[src/rtl/multicycle_control.sv]
// Main control FSM for the multicycle MIPS datapath (Moore decode of a 4-bit state).
// Optional bne support is enabled by defining MULTICYCLE_CONTROL_BNE_EN.
module multicycle_control (
    input  logic       clk,
    input  logic       reset,
    input  logic [5:0] Op,
    input  logic       Zero,
    output logic       PCWrite,
    output logic       Branch,
    output logic       BranchNe,
    output logic       PCEn,
    output logic       IorD,
    output logic       MemRead,
    output logic       MemWrite,
    output logic       IRWrite,
    output logic       RegDst,
    output logic       MemtoReg,
    output logic       RegWrite,
    output logic       ALUSrcA,
    output logic [1:0] ALUSrcB,
    output logic       ZeroExt,
    output logic [1:0] ALUOp,
    output logic [1:0] PCSource,
    output logic       IllegalOp,
    output logic [3:0] State
);

    typedef enum logic [3:0] {
        FETCH  = 4'd0,
        DECODE = 4'd1,
        MEMADR = 4'd2,
        MEMRD  = 4'd3,
        MEMWB  = 4'd4,
        MEMWR  = 4'd5,
        EXEC   = 4'd6,
        ALUWB  = 4'd7,
        BRANCH = 4'd8,
        ADDIEX = 4'd9,
        IMMWB  = 4'd10,
        JUMP   = 4'd11,
        ANDIEX = 4'd12
    } state_t;

    localparam logic [5:0] OP_LW    = 6'b100011;
    localparam logic [5:0] OP_SW    = 6'b101011;
    localparam logic [5:0] OP_RTYPE = 6'b000000;
    localparam logic [5:0] OP_BEQ   = 6'b000100;
    localparam logic [5:0] OP_ADDI  = 6'b001000;
    localparam logic [5:0] OP_ANDI  = 6'b001100;
    localparam logic [5:0] OP_J     = 6'b000010;
`ifdef MULTICYCLE_CONTROL_BNE_EN
    localparam logic [5:0] OP_BNE   = 6'b000101;
`endif

    state_t state, next_state;
    logic   illegal_q;
    logic   decode_illegal;

    always_ff @(posedge clk or posedge reset) begin
        if (reset) begin
            state <= FETCH;
        end else begin
            state <= next_state;
        end
    end

    // Sticky: only reset clears it; execution carries on regardless.
    always_ff @(posedge clk or posedge reset) begin
        if (reset) begin
            illegal_q <= 1'b0;
        end else if (decode_illegal) begin
            illegal_q <= 1'b1;
        end
    end

    always_comb begin
        next_state     = FETCH;
        decode_illegal = 1'b0;
        PCWrite        = 1'b0;
        Branch         = 1'b0;
        BranchNe       = 1'b0;
        IorD           = 1'b0;
        MemRead        = 1'b0;
        MemWrite       = 1'b0;
        IRWrite        = 1'b0;
        RegDst         = 1'b0;
        MemtoReg       = 1'b0;
        RegWrite       = 1'b0;
        ALUSrcA        = 1'b0;
        ALUSrcB        = 2'b00;
        ZeroExt        = 1'b0;
        ALUOp          = 2'b00;
        PCSource       = 2'b00;

        case (state)
            FETCH: begin
                MemRead    = 1'b1;
                IRWrite    = 1'b1;
                PCWrite    = 1'b1;
                ALUSrcB    = 2'b01;
                next_state = DECODE;
            end
            DECODE: begin
                ALUSrcB = 2'b11;
                case (Op)
                    OP_LW, OP_SW: next_state = MEMADR;
                    OP_RTYPE:     next_state = EXEC;
                    OP_BEQ:       next_state = BRANCH;
`ifdef MULTICYCLE_CONTROL_BNE_EN
                    OP_BNE:       next_state = BRANCH;
`endif
                    OP_ADDI:      next_state = ADDIEX;
                    OP_ANDI:      next_state = ANDIEX;
                    OP_J:         next_state = JUMP;
                    default: begin
                        next_state     = FETCH;
                        decode_illegal = 1'b1;
                    end
                endcase
            end
            MEMADR: begin
                ALUSrcA    = 1'b1;
                ALUSrcB    = 2'b10;
                next_state = (Op == OP_LW) ? MEMRD : MEMWR;
            end
            MEMRD: begin
                IorD       = 1'b1;
                MemRead    = 1'b1;
                next_state = MEMWB;
            end
            MEMWB: begin
                MemtoReg = 1'b1;
                RegWrite = 1'b1;
            end
            MEMWR: begin
                IorD     = 1'b1;
                MemWrite = 1'b1;
            end
            EXEC: begin
                ALUSrcA    = 1'b1;
                ALUOp      = 2'b10;
                next_state = ALUWB;
            end
            ALUWB: begin
                RegDst   = 1'b1;
                RegWrite = 1'b1;
            end
            BRANCH: begin
                ALUSrcA  = 1'b1;
                ALUOp    = 2'b01;
                PCSource = 2'b01;
`ifdef MULTICYCLE_CONTROL_BNE_EN
                // Op is still held from DECODE, so it selects the branch sense here.
                Branch   = (Op != OP_BNE);
                BranchNe = (Op == OP_BNE);
`else
                Branch   = 1'b1;
`endif
            end
            ADDIEX: begin
                ALUSrcA    = 1'b1;
                ALUSrcB    = 2'b10;
                next_state = IMMWB;
            end
            IMMWB: begin
                RegWrite = 1'b1;
            end
            JUMP: begin
                PCSource = 2'b10;
                PCWrite  = 1'b1;
            end
            ANDIEX: begin
                ALUSrcA    = 1'b1;
                ALUSrcB    = 2'b10;
                ALUOp      = 2'b11;
                ZeroExt    = 1'b1;
                next_state = IMMWB;
            end
            default: begin
                next_state = FETCH;
            end
        endcase
    end

    assign PCEn      = PCWrite | (Branch & Zero) | (BranchNe & ~Zero);
    assign IllegalOp = illegal_q;
    assign State     = state;

endmodule

[config.mk]
export PLATFORM = sky130hd
export DESIGN_NAME = multicycle_control
export DESIGN_NICKNAME = d
export VERILOG_FILES = /design/src/rtl/multicycle_control.sv
export SDC_FILE = /design/constraint.sdc
export NUM_CORES = 1
export LEC_CHECK = 0
export CORE_MARGIN = 3
export CORE_UTILIZATION = 39
export CTS_CLUSTER_SIZE = 16
export DETAILED_ROUTE_END_ITERATION = 10
export PLACE_DENSITY = 0.83
export SYNTH_ARGS = -nofsm -noshare
export SYNTH_HDL_FRONTEND = slang
export SYNTH_SLANG_ARGS = --single-unit
[constraint.sdc]
create_clock -name clk -period 2.4 [get_ports clk]
set_input_delay 0.48 -clock clk [delete_from_list [all_inputs] [get_ports clk]]
set_output_delay 0.48 -clock clk [all_outputs]
set_load 0.05 [all_outputs]
; Yosys cells after proc, flatten, opt, wreduce, memory -nomap -nowiden
; Cells that the tools add are included.
[totals]
ff_bits = 5
out_inout_bits = 24
elab_cells = 52
in_bits = 9
[op_classes]
n_reduce_logical = 11
muxes = 19
n_bitwise = 2
eq_ne = 18
[op_table]
columns = op, count
row1 = one-hot mux 4 bit (6 select lines), 2
row2 = "== test 4 bit, second input constant", 5
row3 = "== test 4 x 3 -> 1 bit, second input constant", 4
row4 = two-way mux 1 bit, 13
row5 = "== test 6 x 4 -> 1 bit, second input constant", 2
row6 = "== test 6 bit, second input constant", 2
row7 = one-hot mux 2 bit (3 select lines), 2
row8 = OR reduction 2 bit, 5
row9 = "== test 4 x 2 -> 1 bit, second input constant", 2
row10 = OR reduction 7 bit, 1
row11 = "== test 6 x 2 -> 1 bit, second input constant", 1
row12 = "== test 6 x 3 -> 1 bit, second input constant", 1
row13 = logical NOT 6 bit, 1
row14 = OR reduction 3 bit, 2
row15 = OR reduction 5 bit, 1
row16 = "== test 4 x 1 -> 1 bit, second input constant", 1
row17 = logical NOT 4 bit, 1
row18 = one-hot mux 2 bit (2 select lines), 1
row19 = two-way mux 3 bit, 1
row20 = bitwise AND 1 bit, 1
row21 = bitwise OR 1 bit, 1

; Depth between registers and ports, before layout
; Gate-level depths: netlist of run 1.
[logic_depth]
depth_word = 4
ltp_mapped = 5
ltp_nobuf = 3

; Worst setup path after synthesis of run 1
; OpenSTA, ideal clock, no wires.
[synth_path]
path_type = reg2out
startpoint = register state[1], in the netlist State[1]
endpoint = output PCSource[0]
n_path_buf = 3
path_slack_ns = -0.321
arrival_time_ns = 2.241
stages_incl_launch_ff = 6
t_required_ns = 1.920
cell_sequence = dfrtp_1 > buf_6 > or2_2 > clkbuf_1 > nor2_1 > buf_4
[synth_via]
elab_chain_len = 2
[synth_rtl]
columns = element, line
row1 = start: declaration, 55  ; state_t state, next_state;
row2 = start signal: assignment, 63  ; state <= next_state;
row3 = == test 4 bit, 95  ; case (state)
row4 = one-hot mux 2 bit (2 select lines) (*), 95
row5 = end: declaration, 23  ; output logic [1:0] PCSource,
; Every way passes the cells marked *; elsewhere a longest branch is shown, timed or not.

; Final worst setup path of run 1
[layout_path]
startpoint = register state[3], in the netlist State[3]
endpoint = output ALUSrcB[1]
[layout_via]
elab_chain_len = 3
[layout_rtl]
columns = element, line
row1 = == test 4 bit or == test 4 x 2 -> 1 bit (tied branches), 95
row2 = OR reduction 3 bit (no line), --
row3 = one-hot mux 2 bit (3 select lines) (*), 95
row4 = end: declaration, 20  ; output logic [1:0] ALUSrcB,
; Marked as above.

==> results of run 1 <==
-- cells by family after synthesis --
group / synth area share
AOI/OAI and AO/OA: 0.188
xor gates and xnor gates: 0.0931
buffers and inverters: 0.102
DFF: 0.222
muxes: 0.0399
other: 0.00665
and+or+nand+nor: 0.348
-- registers in the layout, summed over array words and instances (netlist names) --
| name | flops |
|---|---|
| IllegalOp | 1 |
| State | 4 |
-- synth_stat cells --
library cell  number  area [um^2]
nand2b_1           2         12.5
conb_1             1         3.75
o21ai_0            1         5.00
mux2_2             2         22.5
o311a_1            1         10.0
clkinv_1           1         3.75
o22ai_1            4         25.0
xnor2_1            1         8.76
nor2b_1            1         6.26
or2b_1             2         15.0
nor4_1             3         18.8
buf_6              1         11.3
buf_2              1         5.00
o21bai_1           1         7.51
a2111oi_0          1         8.76
nor2_1             9         33.8
o2111ai_1          1         8.76
a21oi_1            3         15.0
and3_1             2         12.5
xor2_1             5         43.8
o311ai_0           1         8.76
nand2_1            3         11.3
inv_1              2         7.51
o41ai_1            1         8.76
or3_1              2         12.5
nand3_1            3         15.0
dfrtp_1            5          125
clkbuf_1           4         15.0
nor3_1             5         25.0
a221oi_1           1         8.76
nor3b_1            1         7.51
buf_4              2         15.0
or4b_4             1         13.8
or2_2              2         12.5
-- stage by stage --
| stage | hold WS, ps | power [mW] |
|---|---|---|
| finish | 439 | 1.45 |
| global route | 455 | 1.51 |
| CTS | 433 | 1.46 |
| detailed placement | 591 | 1.36 |
| global placement | 577 | 1.34 |
| floorplan | 259 | 0.850 |
-- per-layer routing --
layer  vias to the layer above  part of all wire  track usage
li1                        335                 -            -
met1                       324              0.41        0.267
met2                        29              0.54        0.337
met3                         0             0.053       0.0325
met4                         0                 0       0.0663
met5                         -                 0            0
-- area by class of cell --
class                           count  area (um^2)
Clock buffer                        4         26.3
Sequential cell                     5          126
Inverter                            3         11.3
Multi-Input combinational cell     60          414
Tap cell                           15         18.8
Timing Repair Buffer               33          443
Fill cell                          90          294
-- repair_timing --
| action | in CTS | in global routing |
|---|---|---|
| setup buffers | 0 | 0 |
| setup endpoints to repair | 0 | 2 |
| resized for setup | 0 | 1 |
-- critical path, stage by stage, from the launching register on --
cell,delay [ps]
dfrtp_1,520
or2_2,400
mux2_2,290
o22ai_2,170
buf_12,160
-- worst paths after layout --
kind | startpoint | endpoint | slack (ps) | depth (start not counted)
min in group clk | IllegalOp | IllegalOp | 600 | 1
max reg2reg | State[2] | State[2] | 710 | 4
min reg2reg | IllegalOp | IllegalOp | 600 | 1
max in group asynchronous | reset | State[1] | 1780 | 2
max | State[3] | ALUSrcB[1] | 140 | 4
min | reset | State[3] | 440 | 2
-- power groups by stage --
stage / registers [mW] / clock network (mW) / logic, mW
2_1_floorplan: 0.193 / 0 / 0.656
3_3_place_gp: 0.139 / 0 / 1.20
3_5_place_dp: 0.143 / 0 / 1.21
4_1_cts: 0.142 / 0.100 / 1.22
5_1_grt: 0.150 / 0.104 / 1.26
6_report: 0.143 / 0.0951 / 1.21
==> summary.txt, run 1 <==
Run status
  – Status: complete, no violations

Pwr
  – Internal power: 0.680 mW
  – Switching Share: 0.531
  – Clock power share: 0.066
  – Maximum VDD drop: 795 uV
  – PwrDens: 1400 nW/um^2
  – Static leakage: 0.411 nW
  – Comb power frac: 0.836
  – Sequential power share: 0.099
  – Net Sw Power: 0.770 mW

Placed design
  – DP Cell Count: 116
  – Final GP Congestion: 0.828
  – Post-DP Area: 1010 um^2
  – Number of port buffers: 31
  – Place WS: 356 ps
  – Post-DP HPWL: 1470 um

Timing
  – Slew Limit Fails: 0
  – Final setup margin: 136 ps
  – Fin crit period: 2260 ps
  – Final Skew: 4.51 ps
  – Final TNS setup: 0 ps
  – RSZ-0062 raised after global routing: no
  – Final worst-path cycle share: 0.943
  – Setup-failing EPs final: 0
  – Max Freq: 0.442 GHz
  – Final hold violations: 0

GRT
  – Overall Global Routing Usage: 0.203
  – Vias in the first global route: 672
  – First-pass GRT wire length: 3010 um
  – Antenna violations before repair: 0
  – GR Overflow Total: 0
  – Largest net degree at the start of global routing: 15

Finish
  – Fin nets: 115
  – Post-layout util: 0.780
  – Most frequent cells in the layout: 13 x clkdlybuf4s50_1, 13 x buf_12, 8 x nor2_1
  – Non-filler cells, final: 120
  – Diode count: 0
  – Final Instance Area: 1040 um^2
  – Share of cells above drive strength 1: 0.343
  – Layout area overhead: 84.3%

Drt
  – DR vias/cell: 5.73
  – Detailed Routing Iterations Pass 1: 4
  – Iteration-0 DRC Markers: 14
  – Post-route DRC: 0
  – Final ANT Viol Nets: 0
  – Vias post-DR: 688
  – Routed length per instance: 15.0 um
  – Post-Route WL: 1800 um

Logic synthesis
  – Seq/Total Area, Yosys: 0.222
  – Syn Inst Count: 76
  – Synth Register Bits: 5
  – Post-Syn Nets: 85
  – Syn_area_per_cell: 7.42 um^2
  – Yosys Warn Count: 0
  – Post-Syn Area: 564 um^2
  – Synth cell types: 34

Clocking
  – Clk_lat worst skew: 240 ps
  – # hold bufs at CTS: 0
  – Clock-pin transition on the worst setup and hold timing paths: 40 ps
  – CTS buffer count: 3
  – Sink Count: 5
  – CTS tree: done
  – Root Buffer Master: clkbuf_4
  – H-tree depth: 1
  – Maximum clock path buffer count: 2

Floorplanning
  – Core Footprint: 1330 um^2
  – Die area: 1940 um^2
  – Starting density of the core: 0.423
  – Die span in x: 44.0 um
  – Die H: 44.0 um
  – Site Rows: 13
  – Top Ports: 33

Setup path
  – Crit Path Max Fanout: 13
  – Critical Path RT: 1920 ps
  – Crit path arrival time: 1780 ps
  – Critical path type: flop to output pin
  – Crit. End Element: output pin
  – CP Launch Type: flop

Min path
  – Class of the worst hold path: input pin to asynchronous set/reset pin

Flow run
  – Maxcap violations: 0
No activity file was read; power rests on OpenSTA's default activity.
==> run 2, diff against run 1 <==
--- a/config.mk
+++ b/config.mk
@@ -10,6 +10,7 @@
 export CTS_CLUSTER_SIZE = 16
 export DETAILED_ROUTE_END_ITERATION = 10
 export PLACE_DENSITY = 0.83
+export SKIP_LAST_GASP = 1
 export SYNTH_ARGS = -nofsm -noshare
 export SYNTH_HDL_FRONTEND = slang
 export SYNTH_SLANG_ARGS = --single-unit
==> results of run 2 <==
Final layout, timing and power as in run 1 (identical DEF).
